--- config.mk ---
export PLATFORM = sky130hd
export DESIGN_NAME = ring_counter_param
export DESIGN_NICKNAME = d
export VERILOG_FILES = /design/src/rtl/ring_counter_param.sv
export SDC_FILE = /design/constraint.sdc
export NUM_CORES = 1
export LEC_CHECK = 0
export ABC_AREA = 1
export BUFFER_PORTS_ARGS = -buffer_cell sky130_fd_sc_hd__clkbuf_2
export CAP_MARGIN = 20
export CORE_AREA = 2 2 39 41
export DETAILED_ROUTE_END_ITERATION = 10
export DIE_AREA = 0 0 41 43
export REMOVE_ABC_BUFFERS = 1
export SLEW_MARGIN = 25
export SYNTH_ARGS = -nofsm -noshare
export SYNTH_HDL_FRONTEND = slang
export SYNTH_SLANG_ARGS = --single-unit
--- constraint.sdc ---
create_clock -name clk -period 3.8 [get_ports clk]
set_input_delay 0.38 -clock clk [delete_from_list [all_inputs] [get_ports clk]]
set_output_delay 0.38 -clock clk [all_outputs]
set_load 0.01 [all_outputs]
--- src/rtl/ring_counter_param.sv ---
// Parametrised ring / Johnson sequence counter with bidirectional stepping,
// parallel load, decoded step index, wrap pulse and illegal-state recovery.
module ring_counter_param #(
    parameter int unsigned WIDTH = 4,
    parameter int unsigned MODE  = 0,
    localparam int unsigned PERIOD = (MODE == 0) ? WIDTH : 2 * WIDTH,
    localparam int unsigned IDX_W  = $clog2(PERIOD)
) (
    input  logic             clk,
    input  logic             rst,
    input  logic             en,
    input  logic             dir,
    input  logic             load,
    input  logic [WIDTH-1:0] load_val,
    output logic [WIDTH-1:0] out,
    output logic [IDX_W-1:0] idx,
    output logic             legal,
    output logic             wrap,
    output logic             fix
);

    localparam logic [WIDTH-1:0] RST_VAL = (MODE == 0) ? WIDTH'(1) : '0;

    logic [WIDTH-1:0] out_q, out_d;
    logic             wrap_q, wrap_d;
    logic             fix_q, fix_d;
    logic [IDX_W-1:0] idx_c;
    logic             legal_c;
    logic             wrap_step_c;
    int unsigned      ones;
    int unsigned      pos;
    int unsigned      raw_idx;

    // Contiguous ones from the LSB (includes all-zero and all-one words).
    function automatic logic is_thermo(input logic [WIDTH-1:0] v);
        return (v & (v + WIDTH'(1))) == '0;
    endfunction

    // Decode legality and step index from the current state.
    always_comb begin
        ones    = 0;
        pos     = 0;
        raw_idx = 0;
        legal_c = 1'b0;
        for (int unsigned i = 0; i < WIDTH; i++) begin
            if (out_q[i]) begin
                ones = ones + 1;
                pos  = i;
            end
        end
        if (MODE == 0) begin
            legal_c = (ones == 1);
            raw_idx = pos;
        end else begin
            legal_c = is_thermo(out_q) || is_thermo(~out_q);
            raw_idx = out_q[WIDTH-1] ? (WIDTH + (WIDTH - ones)) : ones;
        end
        idx_c       = legal_c ? IDX_W'(raw_idx) : '0;
        wrap_step_c = dir ? (idx_c == '0) : (idx_c == IDX_W'(PERIOD - 1));
    end

    // Next state: load beats stepping; stepping from an illegal code recovers.
    always_comb begin
        out_d  = out_q;
        wrap_d = 1'b0;
        fix_d  = 1'b0;
        if (load) begin
            out_d = load_val;
        end else if (en) begin
            if (!legal_c) begin
                out_d = RST_VAL;
                fix_d = 1'b1;
            end else begin
                wrap_d = wrap_step_c;
                if (MODE == 0) begin
                    out_d = dir ? {out_q[0], out_q[WIDTH-1:1]}
                                : {out_q[WIDTH-2:0], out_q[WIDTH-1]};
                end else begin
                    out_d = dir ? {~out_q[0], out_q[WIDTH-1:1]}
                                : {out_q[WIDTH-2:0], ~out_q[WIDTH-1]};
                end
            end
        end
    end

    always_ff @(posedge clk or posedge rst) begin
        if (rst) begin
            out_q  <= RST_VAL;
            wrap_q <= 1'b0;
            fix_q  <= 1'b0;
        end else begin
            out_q  <= out_d;
            wrap_q <= wrap_d;
            fix_q  <= fix_d;
        end
    end

    assign out   = out_q;
    assign idx   = idx_c;
    assign legal = legal_c;
    assign wrap  = wrap_q;
    assign fix   = fix_q;

endmodule

# == Yosys cells after proc, flatten, opt, wreduce, memory -nomap -nowiden ==
# Cells that the tools add are included.
# op_classes
addsub,3
n_mul,0
div,0
magnitude_cmp,0
n_eq_ne,2
n_shift,0
mux,19
bitwise,0
n_reduce_logical,2
# ops
op,count
adder 32 x 1 -> 32 bit (second input constant),3
two-way mux 32 bit,3
equality test 32 x 1 -> 1 bit (second input constant),1
two-way mux 4 bit,4
two-way mux 1 bit,9
two-way mux 2 bit,3
equality test 2 bit (second input constant),1
logical NOT 2 bit,1
nonzero test 2 bit,1
# word_totals
reg_bits,6
latchBits,0
ramBits,0
romBits,0
input_bits,9
out_inout_bits,9
elab_cells,29
mem_count,0

# == Depth between registers and ports, before layout ==
# logic_depth
word_depth,14
depth_mapped,13
ltp_nobuf,13

# == Worst setup path after synthesis ==
# Ideal clock, no wire load.
# synth_path
kind,register to output
from,register out_q[0] (netlist: out[0])
to,output port idx[1]
arrival_ps,1906
required_time_ps,3420
setup_slack_ps,1514
stages_incl_launch_ff,11
path_buffers,0
path_cell_list,dfstp_2 > inv_1 > ha_1 > nor2_1 > nor2_4 > ha_1 > nor2_1 > o21ai_1 > nand2_2 > nand3_1 > inv_1
# synth_via
elab_chain_len,9
# synth_rtl
item,line_no,text
"start, declared",24,"logic [WIDTH-1:0] out_q, out_d;"
"start signal, assigned",92,out_q <= out_d;
two-way mux 1 bit (*),46,if (out_q[i]) begin
adder 32 x 1 -> 32 bit,47,ones = ones + 1;
two-way mux 32 bit (*),46,
adder 32 x 1 -> 32 bit,47,
two-way mux 32 bit (*),46,
adder 32 x 1 -> 32 bit,47,
two-way mux 32 bit (*),46,
equality test 32 x 1 -> 1 bit (*),52,legal_c = (ones == 1);
two-way mux 2 bit (*),58,idx_c = legal_c ? IDX_W'(raw_idx) : '0;
"end, declared",16,"output logic [IDX_W-1:0] idx,"
# Mark *: on every way between the ends. The rest lies on a longest branch, timed or not.

# == Final worst setup path ==
# layout_path
from,register out_q[0] (netlist: out[0])
to,output port legal
# layout_via
elab_chain_len,8
# layout_rtl
item,line_no,text
two-way mux 1 bit (*),46,
adder 32 x 1 -> 32 bit,47,
two-way mux 32 bit (*),46,
adder 32 x 1 -> 32 bit,47,
two-way mux 32 bit (*),46,
adder 32 x 1 -> 32 bit,47,
two-way mux 32 bit (*),46,
equality test 32 x 1 -> 1 bit (*),52,
"end, declared",17,"output logic legal,"
# Marked as above.

==> metrics.yaml <==
drt:
  drt_iter0_drc: 7
  postRouteAntennaNets: 0
  wl_per_cell_um: 10.4
  viasPerCell: 4.66
  wirelength_um: 1050
  firstDrtPassIters: 2
  vias: 471
  drc_errors: 0
clock_network:
  ctsHoldBuffers: 0
  cts-htree-levels: 1
  cts_resized: 0
  clockBufferDepth: 2
  clkTransAtPathRegs_ps: 50
  clock_sinks: 6
  post-cts-setup-buffers: 0
  cts_tree: "yes"
  cts_made_buffers: 3
  cts-root-buf: "clkbuf_4"
  clk-insertion-delay-late_ps: 250
setup_path:
  path_cells: "inv_1 -> ha_1 -> nor2_1 -> nor2_4 -> ha_1 -> nor2_1 -> o21ai_1 -> nand2_2 -> nand2_2 -> clkinv_2 -> clkbuf_2"
  cp.required_ps: 3420
  cpPeakStageDelay_ps: 540
  cp-start-kind: "flop"
  arrival_ps: 2300
  crit_slowest_cell: "dfstp_2"
  crit_fanout: 4
  crit_type: "reg -> out"
  crit_path_end_kind: "output pin"
sta:
  fin_ws_ps: 1120
  post-route-period-util: 0.705
  tightest_slew_ps: 297
  fmax_mhz: 373
  finalClockSkew_ps: 2.86
  finalMaxSlewViolations: 0
  setup_viol: 0
  slew_headroom: 0.800
  holdWs_ps: 13.9
  finalSetupTns_ps: 0
  rsz0062_at_grt: "no"
  min_period_ps: 2680
  final_hold_viol_count: 0
die:
  die_h_um: 43
  core-area_mm2: 0.00138
  initial_core_util: 0.354
  num_rows: 14
  pin_count: 18
  die-area_mm2: 0.00176
  die_w_um: 41
yosys:
  synthArstFlopShare: 1.00
  synth_edf_count: 0
  ys_seq_elements: 6
  synth_top_area_share: 0.256
  syn_inst: 65
  synth_area_leaders: "dfrtp_1 (26%), inv_1 (9.2%), ha_1 (7.7%)"
  synth-main-ff-cell: "dfrtp_1"
  synth_common_cells: "inv_1 (12), nand2_1 (9), dfrtp_1 (5), nand3_1 (5), nor2_1 (5)"
  synth.most_common_cell: "inv_1"
  yosysWarnings: 0
  synth_area_per_cell_um2: 7.53
  synthDistinctLibCells: 22
  ys_seq_area_frac: 0.309
  syn_area_um2: 489
  synth.largest_area_cell: "dfrtp_1"
placed_design:
  dp_hpwl_um: 889
  place_ws_ps: 1370
  port_buffers: 17
  placedCellCount: 97
  place_congestion: 0.782
layout:
  layout-drive-gt1-share: 0.388
  layoutNonFillerInstCount: 101
  multi_input_area_um2: 280
  area_growth_pct: 26.1
  fillers: 154
  nets: 98
  n_antenna_cell: 0
  seqCellArea_um2: 151
  fin_util: 0.446
power_and_ir_drop:
  pwr-share-clk: 0.264
  cellPowerDensity_mw_per_mm2: 403
  peakVddDrop_mv: 0.213
  power_frac_comb: 0.412
  p_sw_frac: 0.390
  leakage_nw: 0.358
  seqPwrFrac: 0.324
  internal_power_mw: 0.152
  p_sw_mw: 0.0968
global_routing:
  grt_pass1_wl_um: 1770
  grt_max_degree: 10
  overflow: 0
  antenna_found_initial: 0
  grt_pass1_vias: 462
  grtUsageTotal: 0.148
run:
  cap_violations: 0
worst_hold_path:
  hp-class: "in -> async"
outcome:
  status: "finished clean"
[worst max-delay path, delay by kind of cell (launching register included)]
family          cells  cell delay (ps)
compound gates      1               80
fa+ha+maj           2              610
buf+inv             3              280
flops               1              540
simple gates        5              540
[layout by cell type (no fill, tap or decap), types with 2 or more instances in the layout]
cell	n
nand2_1	9
a21oi_1	2
dfrtp_1	5
clkbuf_2	17
inv_1	12
o21ai_0	4
o21ai_2	3
a22oi_1	3
ha_1	3
nand3_1	5
clkbuf_4	3
nor2_1	5
o21ai_1	2
nand2_2	2
[through the flow]
| stage | instance area [µm²] | total power, mW |
|---|---|---|
| finish | 617 | 0.248 |
| global placement | 591 | 0.184 |
| detailed placement | 591 | 0.186 |
| CTS | 617 | 0.251 |
| global route | 617 | 0.273 |
| floorplan | 485 | 0.153 |
[path summary, 6_finish.rpt]
check,start,endpoint,slack (ps),depth (start not counted)
min in group clk,en,fix$_DFF_PP0_,380,3
min,rst,out[2]$_DFFE_PP0P_,10,2
max reg2reg,out[0]$_DFFE_PP1P_,out[2]$_DFFE_PP0P_,1640,12
max,out[0]$_DFFE_PP1P_,legal,1120,11
max in group asynchronous,rst,out[0]$_DFFE_PP1P_,3530,2
min reg2reg,out[3]$_DFFE_PP0P_,out[3]$_DFFE_PP0P_,610,2
[logic make-up (layout without fill, tap and decap cells)]
group / Yosys count / count (layout) / synth area share
fa+ha+maj: 3 / 3 / 0.0767
flops: 6 / 6 / 0.309
xor+xnor: 1 / 1 / 0.0333
simple gates: 25 / 25 / 0.263
buf+inv: 15 / 35 / 0.118
compound gates: 15 / 15 / 0.200
[per-layer routing]
layer / track usage / wire length, µm / up-vias
met5: 0 / 0 / -
met4: 0.0200 / 0 / 0
met3: 0.0785 / 69 / 0
met2: 0.234 / 520 / 14
met1: 0.174 / 457 / 211
li1: - / - / 246
[final cells by class]
type / count / share of cell area
multi-input cells: 44 / 0.454
well taps: 16 / 0.0325
flip-flops and latches: 6 / 0.245
repair buffers: 17 / 0.138
inverters: 14 / 0.0872
clock buffers: 4 / 0.0426
[state kept, by name, summed over array words and instances, names as in the netlist]
signal	count
wrap	1
out	4
fix	1
[power by group through the flow]
stage | logic, mW | registers, mW | clock network, mW
final | 0.102 | 0.0806 | 0.0656
after global routing | 0.117 | 0.0819 | 0.0738
after CTS | 0.105 | 0.0806 | 0.0664
after detailed placement | 0.104 | 0.0815 | 0
after global placement | 0.102 | 0.0812 | 0
after floorplan | 0.0702 | 0.0829 | 0
Power figures use the tool's default switching activity.
